## src/rtl/uart_rx_oversampler.sv

```systemverilog
// UART receive front end: rx synchroniser, 16x oversampled start/data/parity/stop
// recovery with 3-sample majority vote, and a single holding register with status flags.
module uart_rx_oversampler #(
   parameter int unsigned SYNC_STAGES = 2
) (
   input  logic       clk,
   input  logic       reset,
   input  logic       baud_clock,
   input  logic       rx,
   input  logic       bit8,
   input  logic       parity_en,
   input  logic       odd_n_even,
   input  logic       read_ack,
   output logic [7:0] rx_data,
   output logic       data_ready,
   output logic       parity_err,
   output logic       framing_err,
   output logic       overflow,
   output logic       busy
);

   typedef enum logic [2:0] {IDLE, START, DATA, PARITY, STOP} state_t;

   state_t     state_q, state_d;
   logic [SYNC_STAGES-1:0] sync_q;
   logic       rx_s;
   logic [3:0] cnt_q, cnt_d;
   logic [2:0] bit_idx_q, bit_idx_d;
   logic [7:0] shift_q, shift_d;
   logic       s7_q, s7_d, s8_q, s8_d;
   logic       armed_q, armed_d;
   logic       cfg_bit8_q, cfg_bit8_d, cfg_par_q, cfg_par_d, cfg_odd_q, cfg_odd_d;
   logic       perr_q, perr_d;
   logic [7:0] rx_data_q, rx_data_d;
   logic       data_ready_q, data_ready_d;
   logic       parity_err_q, parity_err_d;
   logic       framing_err_q, framing_err_d;
   logic       overflow_q, overflow_d;
   logic       busy_q, busy_d;
   logic       vote_c, ferr_c, commit_c;
   logic [2:0] last_idx_c;

   assign rx_s = sync_q[SYNC_STAGES-1];

   // rx synchroniser, idles high out of reset
   always_ff @(posedge clk) begin
      if (reset) sync_q <= '1;
      else       sync_q <= {sync_q[SYNC_STAGES-2:0], rx};
   end

   always_ff @(posedge clk) begin
      if (reset) begin
         state_q       <= IDLE;
         cnt_q         <= 4'd0;
         bit_idx_q     <= 3'd0;
         shift_q       <= 8'd0;
         s7_q          <= 1'b1;
         s8_q          <= 1'b1;
         armed_q       <= 1'b0;
         cfg_bit8_q    <= 1'b1;
         cfg_par_q     <= 1'b0;
         cfg_odd_q     <= 1'b0;
         perr_q        <= 1'b0;
         rx_data_q     <= 8'd0;
         data_ready_q  <= 1'b0;
         parity_err_q  <= 1'b0;
         framing_err_q <= 1'b0;
         overflow_q    <= 1'b0;
         busy_q        <= 1'b0;
      end else begin
         state_q       <= state_d;
         cnt_q         <= cnt_d;
         bit_idx_q     <= bit_idx_d;
         shift_q       <= shift_d;
         s7_q          <= s7_d;
         s8_q          <= s8_d;
         armed_q       <= armed_d;
         cfg_bit8_q    <= cfg_bit8_d;
         cfg_par_q     <= cfg_par_d;
         cfg_odd_q     <= cfg_odd_d;
         perr_q        <= perr_d;
         rx_data_q     <= rx_data_d;
         data_ready_q  <= data_ready_d;
         parity_err_q  <= parity_err_d;
         framing_err_q <= framing_err_d;
         overflow_q    <= overflow_d;
         busy_q        <= busy_d;
      end
   end

   always_comb begin
      state_d       = state_q;
      cnt_d         = cnt_q;
      bit_idx_d     = bit_idx_q;
      shift_d       = shift_q;
      s7_d          = s7_q;
      s8_d          = s8_q;
      armed_d       = armed_q;
      cfg_bit8_d    = cfg_bit8_q;
      cfg_par_d     = cfg_par_q;
      cfg_odd_d     = cfg_odd_q;
      perr_d        = perr_q;
      rx_data_d     = rx_data_q;
      data_ready_d  = data_ready_q;
      parity_err_d  = parity_err_q;
      framing_err_d = framing_err_q;
      overflow_d    = overflow_q;
      ferr_c        = 1'b0;
      commit_c      = 1'b0;
      vote_c        = (s7_q & s8_q) | (s7_q & rx_s) | (s8_q & rx_s);
      last_idx_c    = cfg_bit8_q ? 3'd7 : 3'd6;

      if (baud_clock) begin
         cnt_d = cnt_q + 4'd1;
         if (cnt_q == 4'd7) s7_d = rx_s;
         if (cnt_q == 4'd8) s8_d = rx_s;
         unique case (state_q)
            IDLE: begin
               // detection tick counts as cnt = 0, so the next tick sees cnt = 1
               cnt_d = 4'd0;
               if (rx_s) begin
                  armed_d = 1'b1;
               end else if (armed_q) begin
                  state_d    = START;
                  cnt_d      = 4'd1;
                  armed_d    = 1'b0;
                  shift_d    = 8'd0;
                  perr_d     = 1'b0;
                  cfg_bit8_d = bit8;
                  cfg_par_d  = parity_en;
                  cfg_odd_d  = odd_n_even;
               end
            end
            START: begin
               if (cnt_q == 4'd9 && vote_c) state_d = IDLE;
               else if (cnt_q == 4'd15) begin
                  state_d   = DATA;
                  bit_idx_d = 3'd0;
               end
            end
            DATA: begin
               if (cnt_q == 4'd9) shift_d[bit_idx_q] = vote_c;
               if (cnt_q == 4'd15) begin
                  if (bit_idx_q == last_idx_c) state_d = cfg_par_q ? PARITY : STOP;
                  else bit_idx_d = bit_idx_q + 3'd1;
               end
            end
            PARITY: begin
               if (cnt_q == 4'd9 && (vote_c != ((^shift_q) ^ cfg_odd_q))) perr_d = 1'b1;
               if (cnt_q == 4'd15) state_d = STOP;
            end
            STOP: begin
               if (cnt_q == 4'd9) begin
                  ferr_c   = ~vote_c;
                  commit_c = 1'b1;
                  state_d  = IDLE;
               end
            end
            default: state_d = IDLE;
         endcase
      end

      // holding register: a read_ack in the commit cycle frees the slot for the new frame
      if (commit_c && (!data_ready_q || read_ack)) begin
         rx_data_d     = shift_q;
         data_ready_d  = 1'b1;
         parity_err_d  = perr_q;
         framing_err_d = ferr_c;
         if (read_ack) overflow_d = 1'b0;
      end else if (commit_c) begin
         overflow_d = 1'b1;
      end else if (read_ack) begin
         data_ready_d  = 1'b0;
         parity_err_d  = 1'b0;
         framing_err_d = 1'b0;
         overflow_d    = 1'b0;
      end

      busy_d = (state_d != IDLE);
   end

   assign rx_data     = rx_data_q;
   assign data_ready  = data_ready_q;
   assign parity_err  = parity_err_q;
   assign framing_err = framing_err_q;
   assign overflow    = overflow_q;
   assign busy        = busy_q;

endmodule

```

## config.mk

```make
export PLATFORM = sky130hd
export DESIGN_NAME = uart_rx_oversampler
export DESIGN_NICKNAME = d
export VERILOG_FILES = /design/src/rtl/uart_rx_oversampler.sv
export SDC_FILE = /design/constraint.sdc
export NUM_CORES = 1
export LEC_CHECK = 0
export ABC_AREA = 0
export BUFFER_PORTS_ARGS = -buffer_cell sky130_fd_sc_hd__buf_2
export CAP_MARGIN = 20
export CORE_MARGIN = 5
export CORE_UTILIZATION = 58
export DETAILED_ROUTE_END_ITERATION = 8
export PLACE_DENSITY = 0.79
export RECOVER_POWER = 100
export SYNTH_ARGS = -nofsm -noshare
export SYNTH_HDL_FRONTEND = slang
export SYNTH_SLANG_ARGS = --single-unit
```

## constraint.sdc

```tcl
create_clock -name clk -period 1.9 [get_ports clk]
set_input_delay 0.095 -clock clk [delete_from_list [all_inputs] [get_ports clk]]
set_output_delay 0.095 -clock clk [all_outputs]
set_load 0.01 [all_outputs]
```

==> results.yml <==
die:
  fp-row-count: 21
  die_h_um: 69.01
  pin_count: 21
  core-area_mm2: 0.003363
  start_util_pct: 60.04
  dieArea_mm2: 0.004762
  die_w_um: 69.01
routing:
  avgRoutedWirePerCell_um: 13.30
  wl_um: 4071
  via_per_inst: 5.477
  initialDrtViolationCount: 143
  vias: 1676
  firstDrtPassIters: 4
  ant_nets: 0
  drc: 0
placement:
  dpl-instance-area_mm2: 0.002155
  place_ws_ns: 0.1416
  portBuffers: 20
  post-dp-hpwl_um: 2874
  globalplace.congestion: 0.9030
clock_tree:
  cts.path.max_buffers: 2
  cts_setup_buffers: 0
  clock_sinks: 40
  clk_pin_slew_ns: 0.13
  clockRootBuffer: "clkbuf_4"
  htree_num_levels: 2
  clkLatencyLatePin_ns: 0.35
  cts_buffers: 5
  cts_tree: "yes"
yosys:
  synth_seq_cells: 40
  synth_top_area_share_pct: 39.65
  ys_types: 46
  ys_seq_area_share_pct: 39.65
  yosys-top-cells-area: "dfxtp_1, mux2i_1, nor2_1, nand2_1, a21oi_1"
  syn_area_per_cell_um2: 8.667
  synth_nets: 245
  yosys-top-cells-count: "dfxtp_1, nor2_1, nand2_1, a21oi_1, mux2i_1"
  syn_area_mm2: 0.002019
  yosys.area.top_type: "dfxtp_1"
  syn_inst: 233
  ys.warnings.count: 0
  synth_flop_cell: "dfxtp_1"
  synth.most_common_cell: "dfxtp_1"
  postSynth.asyncResetShare_pct: 0
  synth_edf_count: 0
finish:
  area_growth_pct: 12.21
  final_core_util_pct: 67.37
  nets: 271
  n_antenna_cell: 0
  stdcell_area_mm2: 0.002266
  drive_gt1_share_pct: 12.69
worst_setup_path:
  critPathSlowestCell: "dfxtp_1"
  critical-path-max-stage-delay_ns: 0.41
  cp-end-kind: "register"
  crit_type: "reg2reg"
  start_kind: "register"
  cp_data_arrival_time_ns: 2.07
  path_cells: "ha_1 > nand4_1 > nor3_1 > a21oi_1 > a221oi_1 > or3_1"
  crit_required_ns: 2.20
  cp_max_fo: 5
timing:
  hold_violations: 0
  fmax_mhz: 565.2
  finalSetupViolCount: 0
  setup_slack_ns: 0.1308
  maxSlewViolCount: 0
  rsz0062_at_grt: "false"
  worst_pin_slew_ns: 0.5383
  period_share_pct: 93.11
  skew_ns: 0.01699
  relSlewSlack_pct: 64.11
  fin_tns_setup_ns: 0
  period_needed_ns: 1.769
pwr:
  power.leakage_nw: 0.9150
  power.total_w: 0.001572
  power.density_mw_per_mm2: 693.5
  ir_worst_vdd_mv: 0.6463
flow_run:
  cap_viol_max_count: 0
global_route:
  grt_start_max_net_pins: 29
  grt_pass1_wl_um: 6851
  grt_usage_pct: 17.26
  grt_overflow: 0
  grt_antenna_before_repair: 0
  grt_pass1_vias: 1452
hold_path:
  min_path_type: "in2reg"
status:
  status: "complete, no violations"
per-layer routing:
metal  part of all wire (%)  vias up  wire (um)  global-route usage [%]
li1                       -      872          -                       -
met1                     49      744       1988                   24.17
met2                     43       52       1758                   25.11
met3                    6.6        8        267                   4.360
met4                    1.4        0         57                   7.158
met5                      0        -          0                       0
cells by family (layout without fill, tap and decap cells):
logic type               after synthesis  in the layout  share of synthesized area, %
AO/OA/AOI/OAI                         44             44                         14.56
XOR/XNOR                              12             12                         5.204
adder cells (fa/ha/maj)                5              5                         3.036
buffers and inverters                 21             48                         5.576
flip-flops                            40             40                         39.65
multiplexers                          13             13                         6.443
AND/OR/NAND/NOR                       98             98                         25.53
final timing paths:
kind	startpoint	slack [ns]	cells after the start	endpoint
hold reg to reg	sync_q[0]	0.42	1	sync_q[1]
hold / removal	baud_clock	0.05	2	state_q[1]
setup / recovery	cnt_q[0]	0.13	6	busy
setup reg to reg	cnt_q[0]	0.13	6	busy
area by class of cell:
cell class	count	area, um2
clock buffer	6	51.30
clock inverter	2	38.79
fill	299	1097
inverter	8	30.03
multi-input combinational	172	1106
sequential	40	802.0
tap	46	57.56
timing repair buffer	32	180.2
timing repair:
action,in CTS,in global routing
gates resized for setup,0,2
hold buffers,4,0
endpoints found under the hold margin,4,0
endpoints found under the setup margin,0,1
layout by cell type (no fill, tap or decap), types with 8 or more instances in the layout:
cell and instances:
dfxtp_1 39, nor2_1 33, nand2_1 21, a21oi_1 15, clkbuf_1 14, mux2i_1 13, o21ai_0 13, inv_1 8
xnor2_1 8
power breakdown:
group	leakage [nW]	total (W)	switching (W)	internal (W)
registers	0.324	0.000863	0.0000132	0.000850
clock network	0.0484	0.000599	0.000283	0.000315
logic	0.542	0.000110	0.0000625	0.0000475
sequential cells by signal, indices dropped and copies added (netlist names), 2 cells and up:
signal	cells
shift_q	8
state_q	3
bit_idx_q	3
rx_data	8
sync_q	2
cnt_q	4
per-stage QoR:
stage                     hold slack (ns)  cells
after floorplan                    0.1743    233
after global placement             0.2772    294
after detailed placement           0.2806    294
after CTS                         0.03363    306
after global routing              0.03994    306
final                             0.04529    306
critical path: cells and delay by family (launching register included):
kind                     cells  cell delay, ns
adder cells (fa/ha/maj)      1            0.27
flip-flops                   1            0.41
AO/OA/AOI/OAI                2            0.48
AND/OR/NAND/NOR              3            0.57
No activity file was read; power rests on OpenSTA's default activity.
